[config.mk]
export PLATFORM = sky130hd
export DESIGN_NAME = fifo_rr_write_arbiter
export DESIGN_NICKNAME = d
export VERILOG_FILES = /design/src/rtl/fifo_arb_pkg.sv /design/src/rtl/fifo_rr_write_arbiter_picker.sv /design/src/rtl/fifo_rr_write_arbiter.sv
export SDC_FILE = /design/constraint.sdc
export NUM_CORES = 1
export LEC_CHECK = 0
export ABC_AREA = 1
export CAP_MARGIN = 0
export CORE_UTILIZATION = 36
export CTS_CLUSTER_SIZE = 20
export DETAILED_ROUTE_END_ITERATION = 8
export PLACE_DENSITY = 0.8
export SYNTH_ARGS = -nofsm -noshare
export SYNTH_HDL_FRONTEND = slang
export SYNTH_SLANG_ARGS = --single-unit
[constraint.sdc]
create_clock -name clk_i -period 2 [get_ports clk_i]
set_input_delay 0.5 -clock clk_i [delete_from_list [all_inputs] [get_ports clk_i]]
set_output_delay 0.5 -clock clk_i [all_outputs]
set_load 0.05 [all_outputs]
[src/rtl/fifo_arb_pkg.sv]
// Shared types and the round-robin search used by the FIFO write arbiter.
// Exposed as a function so the picker and any future variants agree exactly.
package fifo_arb_pkg;

    typedef enum logic {
        ARB_IDLE,
        ARB_BURST
    } arb_state_t;

    // Widest requester vector the search function can handle.
    localparam int PICK_MAX = 32;
    localparam int PICK_IW  = 5;

    typedef struct packed {
        logic               found;
        logic [PICK_IW-1:0] index;
    } pick_t;

    // First set bit of valid, searching start, start+1, ... wrapping mod n_req.
    function automatic pick_t rr_pick(
        input logic [PICK_MAX-1:0] valid,
        input int                  n_req,
        input int                  start
    );
        pick_t              r;
        int                 idx;
        logic [PICK_IW-1:0] idx_w;
        r = '0;
        // Walk from the far end so the nearest hit to start overwrites the rest.
        for (int k = PICK_MAX - 1; k >= 0; k--) begin
            if (k < n_req) begin
                idx = start + k;
                if (idx >= n_req) begin
                    idx = idx - n_req;
                end
                idx_w = PICK_IW'(idx);
                if (valid[idx_w]) begin
                    r.found = 1'b1;
                    r.index = idx_w;
                end
            end
        end
        return r;
    endfunction

endpackage

[src/rtl/fifo_rr_write_arbiter_picker.sv]
// Combinational round-robin priority search over the requester valids,
// starting from a rotated position supplied by the arbiter.
module rr_picker
    import fifo_arb_pkg::*;
#(
    parameter int N_REQ = 3,
    parameter int GW    = 2
) (
    input  logic [N_REQ-1:0] valid_i,
    input  logic [GW-1:0]    start_i,
    output logic             found_o,
    output logic [GW-1:0]    index_o
);

    pick_t pick;

    always_comb begin
        pick = rr_pick(PICK_MAX'(valid_i), N_REQ, int'(start_i));
    end

    assign found_o = pick.found;
    assign index_o = GW'(pick.index);

endmodule

[src/rtl/fifo_rr_write_arbiter.sv]
// Round-robin arbiter sharing one FIFO write port among N_REQ producers,
// granting bursts of up to MAX_BURST beats and never writing while full.
module fifo_rr_write_arbiter
    import fifo_arb_pkg::*;
#(
    parameter int WIDTH     = 8,
    parameter int N_REQ     = 3,
    parameter int MAX_BURST = 4,
    localparam int GW = (N_REQ > 1) ? $clog2(N_REQ) : 1,
    localparam int CW = (MAX_BURST > 1) ? $clog2(MAX_BURST) : 1
) (
    input  logic                   clk_i,
    input  logic                   rst_i,
    input  logic [N_REQ-1:0]       req_valid_i,
    input  logic [N_REQ*WIDTH-1:0] req_data_i,
    output logic [N_REQ-1:0]       req_ready_o,
    input  logic                   fifo_full_i,
    output logic                   fifo_wr_en_o,
    output logic [WIDTH-1:0]       fifo_data_o,
    output logic                   grant_valid_o,
    output logic [GW-1:0]          grant_o
);

    arb_state_t    state_q, state_d;
    logic [GW-1:0] grant_q, grant_d;
    logic [GW-1:0] ptr_q,   ptr_d;
    logic [CW-1:0] cnt_q,   cnt_d;

    logic [WIDTH-1:0] data_arr [N_REQ];
    logic [GW-1:0]    grant_inc;
    logic [GW-1:0]    pick_start;
    logic             pick_found;
    logic [GW-1:0]    pick_idx;
    logic             grant_req_valid;
    logic             beat;
    logic             last_beat;
    logic             burst_release;

    for (genvar i = 0; i < N_REQ; i++) begin : g_unpack
        assign data_arr[i] = req_data_i[i*WIDTH +: WIDTH];
    end

    assign grant_inc       = (grant_q == GW'(N_REQ - 1)) ? '0 : grant_q + GW'(1);
    assign grant_req_valid = req_valid_i[grant_q];
    assign beat            = (state_q == ARB_BURST) && grant_req_valid && !fifo_full_i;
    assign last_beat       = (cnt_q == CW'(MAX_BURST - 1));
    // A stall on the final beat is not a release: the burst waits for room.
    assign burst_release   = (state_q == ARB_BURST) && (!grant_req_valid || (beat && last_beat));

    // Current grantee is searched last, so a lone producer keeps full throughput.
    assign pick_start = (state_q == ARB_IDLE) ? ptr_q : grant_inc;

    rr_picker #(
        .N_REQ (N_REQ),
        .GW    (GW)
    ) u_picker (
        .valid_i (req_valid_i),
        .start_i (pick_start),
        .found_o (pick_found),
        .index_o (pick_idx)
    );

    always_comb begin
        // NOTE: every next-state value gets a default first so no path infers a latch.
        state_d = state_q;
        grant_d = grant_q;
        ptr_d   = ptr_q;
        cnt_d   = cnt_q;
        unique case (state_q)
            ARB_IDLE: begin
                if (pick_found) begin
                    state_d = ARB_BURST;
                    grant_d = pick_idx;
                    cnt_d   = '0;
                end
            end
            ARB_BURST: begin
                if (burst_release) begin
                    ptr_d = grant_inc;
                    cnt_d = '0;
                    if (pick_found) begin
                        grant_d = pick_idx;
                    end else begin
                        state_d = ARB_IDLE;
                    end
                end else if (beat) begin
                    cnt_d = cnt_q + CW'(1);
                end
            end
            default: state_d = ARB_IDLE;
        endcase
    end

    // NOTE: state registers use non-blocking assignments so all flops update together.
    always_ff @(posedge clk_i or posedge rst_i) begin
        if (rst_i) begin
            state_q <= ARB_IDLE;
            grant_q <= '0;
            ptr_q   <= '0;
            cnt_q   <= '0;
        end else begin
            state_q <= state_d;
            grant_q <= grant_d;
            ptr_q   <= ptr_d;
            cnt_q   <= cnt_d;
        end
    end

    // Outputs stay zero in IDLE, which also covers the whole reset window.
    always_comb begin
        fifo_wr_en_o  = 1'b0;
        req_ready_o   = '0;
        fifo_data_o   = '0;
        grant_valid_o = 1'b0;
        grant_o       = '0;
        if (state_q == ARB_BURST) begin
            fifo_wr_en_o         = grant_req_valid && !fifo_full_i;
            req_ready_o[grant_q] = !fifo_full_i;
            fifo_data_o          = data_arr[grant_q];
            grant_valid_o        = 1'b1;
            grant_o              = grant_q;
        end
    end

endmodule
==> metrics.yaml <==
drt:
  drt_iter0_drc: 24
  viasPerCell: 5.48
  vias: 1429
  dr.pass1.iters: 5
  totalWireLength_microns: 4420
  route.detailed.drc: 0
  drtAntennaViolNets: 0
  avgRoutedWirePerCell_microns: 16.9
synthesis:
  yosys-top-cells-area: "nand2_1, dfrtp_1, nand3_1"
  ys_ff_latch: 7
  async_reset_ff_share_pct: 100
  avgSynthCellArea_sq_um: 5.83
  synth_area_leader_cell: "nand2_1"
  syn_area_sq_um: 921
  synth_fp_nets: 193
  synth_edf_count: 0
  synth_cell_types: 22
  ys.flop_type: "dfrtp_1"
  syn_inst: 158
  yosysWarnings: 0
  synth_seq_area_share_pct: 19.0
  synth_top_area_share_pct: 22.0
clocking:
  cts_tree: "built"
  clk_path_buf_depth: 2
  clkSinkCount: 7
  root_buffer: "clkbuf_4"
  clkSlewWorstSetupHoldPaths_ns: 0.06
  cts_made_buffers: 3
  cts_max_level: 1
  clk-insertion-delay-late_ns: 0.27
critical_path:
  timing_worst_setup_path_type: "reg2out"
  slowest_delay_ns: 0.45
  crit_path_max_fanout: 6
  critPathSlowestCell: "dfrtp_2"
  crit_family: "buffers and inverters"
  critical_path_buf_inv_count: 5
  cp_cell_sequence: "buf_8, nor2_4, buf_6, buf_6, nand2_2, nand3_2, nand2_2, inv_2, buf_12"
  worstPathArrival_ns: 1.72
  cp_data_required_time_ns: 1.50
  endpoint_kind: "output pin"
  crit_path_start_kind: "register"
final_layout:
  final_net_count: 269
  mostFrequentLayoutCells: "nand2_1, clkdlybuf4s50_1, nand3_1"
  diodes: 0
  syn_to_final_growth_pct: 119
  drive_gt1_share_pct: 46.8
  final_common_cell: "nand2_1"
die:
  start_util_pct: 39.7
  row_count: 17
  dieArea_sq_um: 2760
  coreArea_sq_um: 2320
  io_pins: 45
  die-width_microns: 52.6
  die_y_microns: 52.6
global_route:
  first_global_vias: 1367
  gr-usage-all-layers_pct: 28.7
  grt_overflow: 0
  grt_start_max_net_pins: 11
  antenna_found_initial: 0
  grt_pass1_wl_microns: 5710
power:
  p_per_area_nw_per_um2: 1900
  ir_worst_vdd_uv: 1460
  p_leak_nw: 1.03
sta:
  slew_headroom_pct: 80.1
  rsz0062_at_grt: "yes"
  max_freq_ghz: 0.451
  slew_violations: 0
  period_minus_slack_ns: 2.22
  fin_ws_ns: -0.218
  finClkSkew_ns: 0.00279
  holdWs_ns: 0.480
  finalHoldViolCount: 0
  tightest_slew_ns: 0.296
  post-route-period-util_pct: 111
  setup_viol: 11
placed_design:
  dp_slack_ns: -0.114
  place.gp.congestion: 0.783
  dp_hpwl_microns: 2600
  place.port_buffers: 44
outcome:
  status: "finished, violations left"
  violations: "negative setup slack"
run:
  drv_cap: 0
hold_path:
  min_path_type: "in2async"
-- final timing paths --
kind,startpoint,slack (ns),depth (start not counted),end
worst max-delay path,grant_q[0],-0.22,9,fifo_data_o[0]
worst min-delay path,rst_i,0.48,2,ptr_q[0]
worst max register to register,grant_q[1],-0.07,16,grant_q[0]
max in group asynchronous,rst_i,1.28,2,grant_q[0]
worst min register to register,ptr_q[1],0.52,2,ptr_q[1]
min in group clk_i,ptr_q[1],0.52,2,ptr_q[1]
-- synth_stat cells (2+ instances only) --
master and count:
nor2_1 7, o21ai_0 4, a21o_1 3, nand3_1 29, nand3_2 2, ha_1 5, dfrtp_1 7, nor2_2 2
inv_1 19, nand4_1 2, nand2_1 54, buf_2 2, a21oi_1 4, nand2_2 6, inv_2 5
-- stage by stage --
stage	utilization (%)	instances	TNS (ns)	cell area (sq um)	total power, mW
final	86.9	261	-1.33	2010	3.82
after global routing	86.9	261	-2.30	2010	4.05
after CTS	79.5	258	-0.315	1840	3.37
after detailed placement	72.2	245	-0.395	1670	2.96
after global placement	72.2	245	0	1670	2.86
after floorplan	-	158	0	942	1.86
-- layer usage --
| layer | vias up | GRT usage [%] | share of wire, % |
|---|---|---|---|
| met2 | 85 | 56.3 | 52 |
| met3 | 18 | 8.41 | 8.6 |
| met5 | - | 0 | 0 |
| met4 | 0 | 15.4 | 4.8 |
| li1 | 653 | - | - |
| met1 | 673 | 25.3 | 35 |
-- flip-flops by register name, summed over array words and instances (netlist names) --
register	count
ptr_q	2
state_q	1
cnt_q	2
grant_q	2
-- kinds of logic (layout without fill, tap and decap cells) --
family	after synthesis	in the layout	synth area share [%]
compound gates	12	12	7.74
flops	7	7	19.0
buf+inv	28	103	12.5
fa+ha+maj	5	5	6.79
simple gates	106	106	53.9
-- worst reg2reg max path, cell delays in order (launching register included) --
cell	delay (ns)
dfrtp_1	0.41
buf_6	0.14
nor2_4	0.12
inv_2	0.07
nor2_4	0.14
a21oi_4	0.06
inv_2	0.10
ha_4	0.18
inv_4	0.05
nand2_2	0.06
nand2_2	0.06
a21oi_4	0.21
nand3_2	0.13
nand2_2	0.12
inv_2	0.04
nand2_1	0.05
nand2_1	0.05
-- repair_timing --
item	CTS	global route
endpoints found under the setup margin	13	16
hold buffers	0	0
setup buffers	9	3
resized for setup	25	41
pin swaps	4	17
endpoints found under the hold margin	0	0
-- layout make-up --
| class | instances | area, sq um |
|---|---|---|
| multi-input combinational | 123 | 822 |
| timing repair buffer | 75 | 858 |
| tap | 28 | 35.0 |
| fill | 108 | 304 |
| clock buffer | 4 | 26.3 |
| inverter | 24 | 95.1 |
| sequential | 7 | 178 |
-- power breakdown --
group	leakage [nW]	internal, mW	switching, mW	total (mW)
Clock	0.0150	0.0768	0.0625	0.139
Combinational	0.932	1.49	1.92	3.41
Sequential	0.0849	0.208	0.0627	0.271
Total	1.03	1.78	2.05	3.82
Power figures use the tool's default switching activity.
